`src/rtl/msx_mouse_port.sv`:
```
// MSX general-purpose port bridge: joystick passthrough or MSX nibble mouse.
// Define MSX_MOUSE_ACCUM_EN to accumulate deltas between reads.
module msx_mouse_port #(
  parameter int NPORTS  = 2,
  parameter int TIMEOUT = 100000,
  parameter int DELTA_W = 9
) (
  input  logic                        clk_sys,
  input  logic                        reset_n,
  input  logic [DELTA_W*NPORTS-1:0]   mouse_x,
  input  logic [DELTA_W*NPORTS-1:0]   mouse_y,
  input  logic [2*NPORTS-1:0]         mouse_btn,
  input  logic [NPORTS-1:0]           mouse_strobe,
  input  logic [6*NPORTS-1:0]         joy,
  input  logic [NPORTS-1:0]           port_str,
  output logic [6*NPORTS-1:0]         pin_out,
  output logic [6*NPORTS-1:0]         pin_oe,
  output logic [NPORTS-1:0]           mouse_mode
);

  localparam int SW = DELTA_W + 1;
  localparam int CW = $clog2(TIMEOUT + 1);
  localparam logic signed [SW-1:0] P_MAX = SW'(127);
  localparam logic signed [SW-1:0] P_MIN = SW'(-128);

  typedef enum logic [1:0] {S0, S1, S2, S3} st_t;

  function automatic logic [7:0] sat(input logic signed [SW-1:0] v);
    if (v > P_MAX) return 8'h7F;
    if (v < P_MIN) return 8'h80;
    return v[7:0];
  endfunction

  for (genvar p = 0; p < NPORTS; p++) begin : g_port
    logic                      r_str;
    logic                      r_str_d;
    logic                      r_mode;
    st_t                       r_st;
    logic [7:0]                r_ax;
    logic [7:0]                r_ay;
    logic [CW-1:0]             r_cnt;
    logic [3:0]                r_nib;
    logic [1:0]                r_btn;
    logic [5:0]                r_out;
    logic [5:0]                r_oe;

    logic signed [DELTA_W-1:0] w_x;
    logic signed [DELTA_W-1:0] w_y;
    logic [5:0]                w_joy;
    logic                      w_stb;
    logic                      w_mode_nx;
    logic                      w_tog;
    logic                      w_clr;
    logic signed [SW-1:0]      w_bx;
    logic signed [SW-1:0]      w_by;
    logic [7:0]                w_sx;
    logic [7:0]                w_sy;
    logic [3:0]                w_nib;
    logic [3:0]                w_nib_nx;
    logic [1:0]                w_btn_nx;

    assign w_x   = mouse_x[p*DELTA_W +: DELTA_W];
    assign w_y   = mouse_y[p*DELTA_W +: DELTA_W];
    assign w_joy = joy[6*p +: 6];
    assign w_stb = mouse_strobe[p];
    assign w_tog = r_str ^ r_str_d;
    assign w_clr = w_tog && (r_st == S3);

    // Any joystick activity wins over a simultaneous mouse strobe
    assign w_mode_nx = (|w_joy) ? 1'b0 : (w_stb ? 1'b1 : r_mode);

    always_comb begin
      w_bx = '0;
      w_by = '0;
`ifdef MSX_MOUSE_ACCUM_EN
      if (!w_clr) begin
        w_bx = SW'($signed(r_ax));
        w_by = SW'($signed(r_ay));
      end
`endif
      w_sx = sat(w_bx - SW'(w_x));
      w_sy = sat(w_by + SW'(w_y));
      case (r_st)
        S0:      w_nib = r_ax[7:4];
        S1:      w_nib = r_ax[3:0];
        S2:      w_nib = r_ay[7:4];
        default: w_nib = r_ay[3:0];
      endcase
      w_nib_nx = w_tog ? w_nib : r_nib;
      w_btn_nx = w_stb ? mouse_btn[2*p +: 2] : r_btn;
      if (!w_mode_nx) begin
        w_nib_nx = '0;
        w_btn_nx = '0;
      end
    end

    always_ff @(posedge clk_sys or negedge reset_n) begin
      if (!reset_n) begin
        r_str   <= 1'b0;
        r_str_d <= 1'b0;
        r_mode  <= 1'b0;
        r_st    <= S0;
        r_ax    <= '0;
        r_ay    <= '0;
        r_cnt   <= '0;
        r_nib   <= '0;
        r_btn   <= '0;
        r_out   <= '0;
        r_oe    <= '0;
      end else begin
        r_str   <= port_str[p];
        r_str_d <= r_str;
        r_mode  <= w_mode_nx;
        r_nib   <= w_nib_nx;
        r_btn   <= w_btn_nx;
        if (!w_mode_nx) begin
          r_st  <= S0;
          r_ax  <= '0;
          r_ay  <= '0;
          r_cnt <= '0;
        end else begin
          if (w_tog) begin
            r_st  <= st_t'(r_st + 2'd1);
            r_cnt <= CW'(TIMEOUT);
          end else if (r_cnt == CW'(1)) begin
            r_st  <= S0;
            r_cnt <= '0;
          end else if (r_cnt != '0) begin
            r_cnt <= r_cnt - CW'(1);
          end
          if (w_stb) begin
            r_ax <= w_sx;
            r_ay <= w_sy;
          end else if (w_clr) begin
            r_ax <= '0;
            r_ay <= '0;
          end
        end
        if (w_mode_nx) begin
          r_oe  <= {w_btn_nx[1], w_btn_nx[0], 4'hF};
          r_out <= {2'b00, w_nib_nx};
        end else begin
          r_oe  <= w_joy & {6{~port_str[p]}};
          r_out <= '0;
        end
      end
    end

    assign pin_out[6*p +: 6] = r_out;
    assign pin_oe[6*p +: 6]  = r_oe;
    assign mouse_mode[p]     = r_mode;
  end

endmodule

```
`config.mk`:
```
export PLATFORM = sky130hd
export DESIGN_NAME = msx_mouse_port
export DESIGN_NICKNAME = d
export VERILOG_FILES = /design/src/rtl/msx_mouse_port.sv
export SDC_FILE = /design/constraint.sdc
export NUM_CORES = 1
export LEC_CHECK = 0
export ABC_CLOCK_PERIOD_IN_PS = 3710
export CAP_MARGIN = 0
export CORE_MARGIN = 8
export CORE_UTILIZATION = 40
export DETAILED_ROUTE_END_ITERATION = 8
export GPL_TIMING_DRIVEN = 0
export PLACE_DENSITY = 0.71
export REMOVE_ABC_BUFFERS = 1
export SKIP_CTS_REPAIR_TIMING = 1
export SLEW_MARGIN = 0
export SYNTH_ARGS = -nofsm -noshare
export SYNTH_HDL_FRONTEND = slang
export SYNTH_SLANG_ARGS = --single-unit
```
`constraint.sdc`:
```
create_clock -name clk_sys -period 3.71 [get_ports clk_sys]
set_clock_uncertainty 0.1 [all_clocks]
set_input_delay 0.742 -clock clk_sys [delete_from_list [all_inputs] [get_ports clk_sys]]
set_output_delay 0.742 -clock clk_sys [all_outputs]
set_load 0.05 [all_outputs]
```
==> flow_metrics.tcl <==
set metrics [dict create \
    outcome "finished clean" \
    postSynthAreaPerCell_um2 9.62 \
    die-area_um2 16800 \
    drive_gt1_share_pct 5.56 \
    routedWlPerCell_um 15.3 \
    netlist_instances 535 \
    relSlewSlack_pct 23.7 \
    drc 0 \
    ys_seq_area_share_pct 48.6 \
    fin_nets 678 \
    synth_fa_ha_area_share_pct 4.96 \
    ys.flop_type "dfrtp_1" \
    clkLatencyLatePin_ns 0.34 \
    combPwrFrac_pct 10.4 \
    clk_pin_slew_ns 0.07 \
    swShare_pct 24.3 \
    grt_pass1_wl_um 20100 \
    cts_made_buffers 9 \
    yosysWarningCount 0 \
    yosys.area_share.simple_pct 18.4 \
    rr_worst_depth 7 \
    cellPowerDensity_nw_per_um2 359 \
    setup_ws_ns 0.508 \
    finish.utilization_pct 50.4 \
    area_growth_pct 23.5 \
    die_x_um 129 \
    cp_top_family "simple AND/OR/NAND/NOR gates" \
    drtIter0Drc 351 \
    internal-power_mw 1.73 \
    drtAntennaViolNets 0 \
    critical_path_class "primary input to flip-flop" \
    synth_compound_area_share_pct 18.0 \
    io_pins 84 \
    gp_congestion 0.866 \
    p_switching_mw 0.555 \
    hold_slack_ns 0.290 \
    fin_crit_sh_pct 86.3 \
    grt_usage_pct 14.7 \
    grt_overflow 0 \
    rsz0062_at_grt "no" \
    dpl_worst_slack_ns 0.162 \
    async_flop_share_pct 100 \
    vdd_drop_max_mv 0.239 \
    path_cells "clkdlybuf4s50_1 > or4_1 > nor3_1 > o21ai_1 > inv_1 > nand3_1 > a211oi_1" \
    cp_slowest_stage_delay_ns 0.53 \
    clock_sinks 100 \
    cts_buffer_depth 2 \
    worstReg2RegStart "g_port[0].r_cnt[0]" \
    r2r-end "g_port[0].r_cnt[13]" \
    grt_max_degree 57 \
    initial_core_util_pct 40.8 \
    vias 4219 \
    core_region_area_um2 12600 \
    fp.dieH_um 129 \
    yosysTopAreaCell "dfrtp_1" \
    fin_crit_ns 3.20 \
    synth_top_family_by_area "simple AND/OR/NAND/NOR gates" \
    yosysTopAreaCellShare_pct 48.6 \
    critPathBufInv 2 \
    timing.fmax_mhz 312 \
    n_antenna_cell 0 \
    cts_tree "yes" \
    clockRootBuffer "clkbuf_16" \
    maxCapViolCount 0 \
    worst_pin_slew_ns 1.14 \
    port-buffer-count 79 \
    p_leak_nw 2.80 \
    cp-start-kind "primary input" \
    reg2reg_slack_ns 0.92 \
    slew_violations 0 \
    path_max_fanout 17 \
    ys_seq_elements 100 \
    cp_data_required_time_ns 3.85 \
    synthTopCellsByCount "dfrtp_1, nand2_1, nor2_1" \
    synth_xor_area_share_pct 4.42 \
    path_depth 7 \
    grt_pass1_vias 4268 \
    antenna_found_initial 0 \
    wl_um 12000 \
    hp-class "primary input to async pin" \
    ys_top_cells_by_area "dfrtp_1, nand2_1, xnor2_1, a21oi_1, o21ai_0" \
    netlist_area_um2 5150 \
    yosysUniqueCellTypes 58 \
    power.total_mw 2.28 \
    hold_violations 0 \
    synth_edf_count 0 \
    sequentialPowerShare_pct 48.5 \
    finalSetupViolCount 0 \
    crit_arrival_ns 3.35 \
    dr.pass1.iters 6 \
    slowest_stage "or4_1" \
    rows 41 \
    muxShareOfSynthArea_pct 0.778 \
    viasPerCell 5.39 \
    clkPwrFrac_pct 41.1 \
    yosysMostFrequentCell "dfrtp_1" \
    cp-end-kind "flip-flop" \
    htreeDepth 3 \
    post-dp-hpwl_um 8960 \
]
-- final cells by class --
class	instances	area, um^2
clock buffers	9	225
clock inverters	7	72.6
fillers	1175	6260
inverters	31	116
multi-input cells	384	2410
flip-flops and latches	100	2500
well taps	172	215
repair buffers	80	816
-- power groups by stage --
stage	logic [mW]	clock network [mW]	registers (mW)
2_1_floorplan	0.0801	0	1.15
6_report	0.238	0.939	1.11
4_1_cts	0.241	0.953	1.11
3_3_place_gp	0.234	0	1.13
3_5_place_dp	0.240	0	1.13
5_1_grt	0.263	0.993	1.11
-- logic make-up (layout without fill, tap and decap cells) --
| logic type | after synthesis | in the layout |
|---|---|---|
| and+or+nand+nor | 190 | 190 |
| AOI/OAI and AO/OA | 138 | 138 |
| DFF | 100 | 100 |
| buffers and inverters | 54 | 127 |
| xor gates and xnor gates | 26 | 26 |
| adders and majority gates | 22 | 22 |
| muxes | 4 | 4 |
| other | 1 | 4 |
-- worst register-to-register path: stages (launching register included) --
cell	delay, ns
dfrtp_1	0.43
inv_1	0.11
ha_1	0.32
or4b_2	0.61
nor4_1	0.71
nor3_1	0.13
xnor2_1	0.19
nor2_1	0.05
-- flip-flops by register name (all words and copies together), names as in the netlist --
signal / cells
g_port.r_cnt: 34
g_port.r_ax: 16
g_port.r_ay: 16
g_port.r_oe: 12
g_port.r_nib: 5
g_port.r_btn: 4
g_port.r_st: 4
g_port.r_out: 3
g_port.r_mode: 2
g_port.r_str: 2
g_port.r_str_d: 2
-- routing by layer --
metal	global-route usage, %	part of all wire (%)	wire length, um	vias to the layer above
met5	0	0	0	-
met4	5.26	1.6	190	0
met3	3.41	5.4	651	13
met2	24.4	48	5770	100
met1	18.3	45	5360	2027
li1	-	-	-	2079
-- layout by cell type (no fill, tap or decap), types with 3 or more instances in the layout --
| master | n |
|---|---|
| o21a_1 | 5 |
| nor2_1 | 45 |
| xnor2_1 | 21 |
| or4b_2 | 3 |
| a22o_1 | 8 |
| clkdlybuf4s50_1 | 78 |
| xor2_1 | 5 |
| nor4_1 | 11 |
| or4_4 | 4 |
| o22ai_1 | 5 |
| or3_1 | 7 |
| nor3_1 | 18 |
| a221o_1 | 10 |
| or4_1 | 10 |
| o21ai_0 | 36 |
| a222oi_1 | 8 |
| nand2_1 | 58 |
| nor2b_1 | 4 |
| clkbuf_16 | 9 |
| o31ai_1 | 7 |
| conb_1 | 4 |
| nand3_1 | 14 |
| a21oi_1 | 36 |
| o21ai_1 | 3 |
| a31oi_1 | 3 |
| dfrtp_1 | 100 |
| inv_1 | 31 |
| maj3_1 | 8 |
| or2_2 | 3 |
| mux2i_1 | 4 |
| ha_1 | 14 |
-- metrics by stage --
| stage | cells | instance area, um^2 | setup TNS (ns) |
|---|---|---|---|
| after floorplan | 515 | 5030 | 0 |
| after global placement | 766 | 6040 | -180.68 |
| after detailed placement | 767 | 6060 | 0 |
| after CTS | 783 | 6360 | 0 |
| after global routing | 783 | 6360 | 0 |
| final | 783 | 6360 | 0 |
-- worst max-delay path by stage --
stage | start | to | slack (ns)
2_1_floorplan | mouse_x[9] | g_port[1].r_ax[0] | 1.00
3_3_place_gp | reset_n | g_port[0].r_ax[5] | -1.81
3_5_place_dp | joy[1] | g_port[0].r_cnt[1] | 0.16
4_1_cts | joy[1] | g_port[0].r_cnt[1] | 0.51
5_1_grt | joy[1] | g_port[0].r_cnt[1] | 0.22
6_report | joy[1] | g_port[0].r_cnt[1] | 0.51
Power figures use the tool's default switching activity.
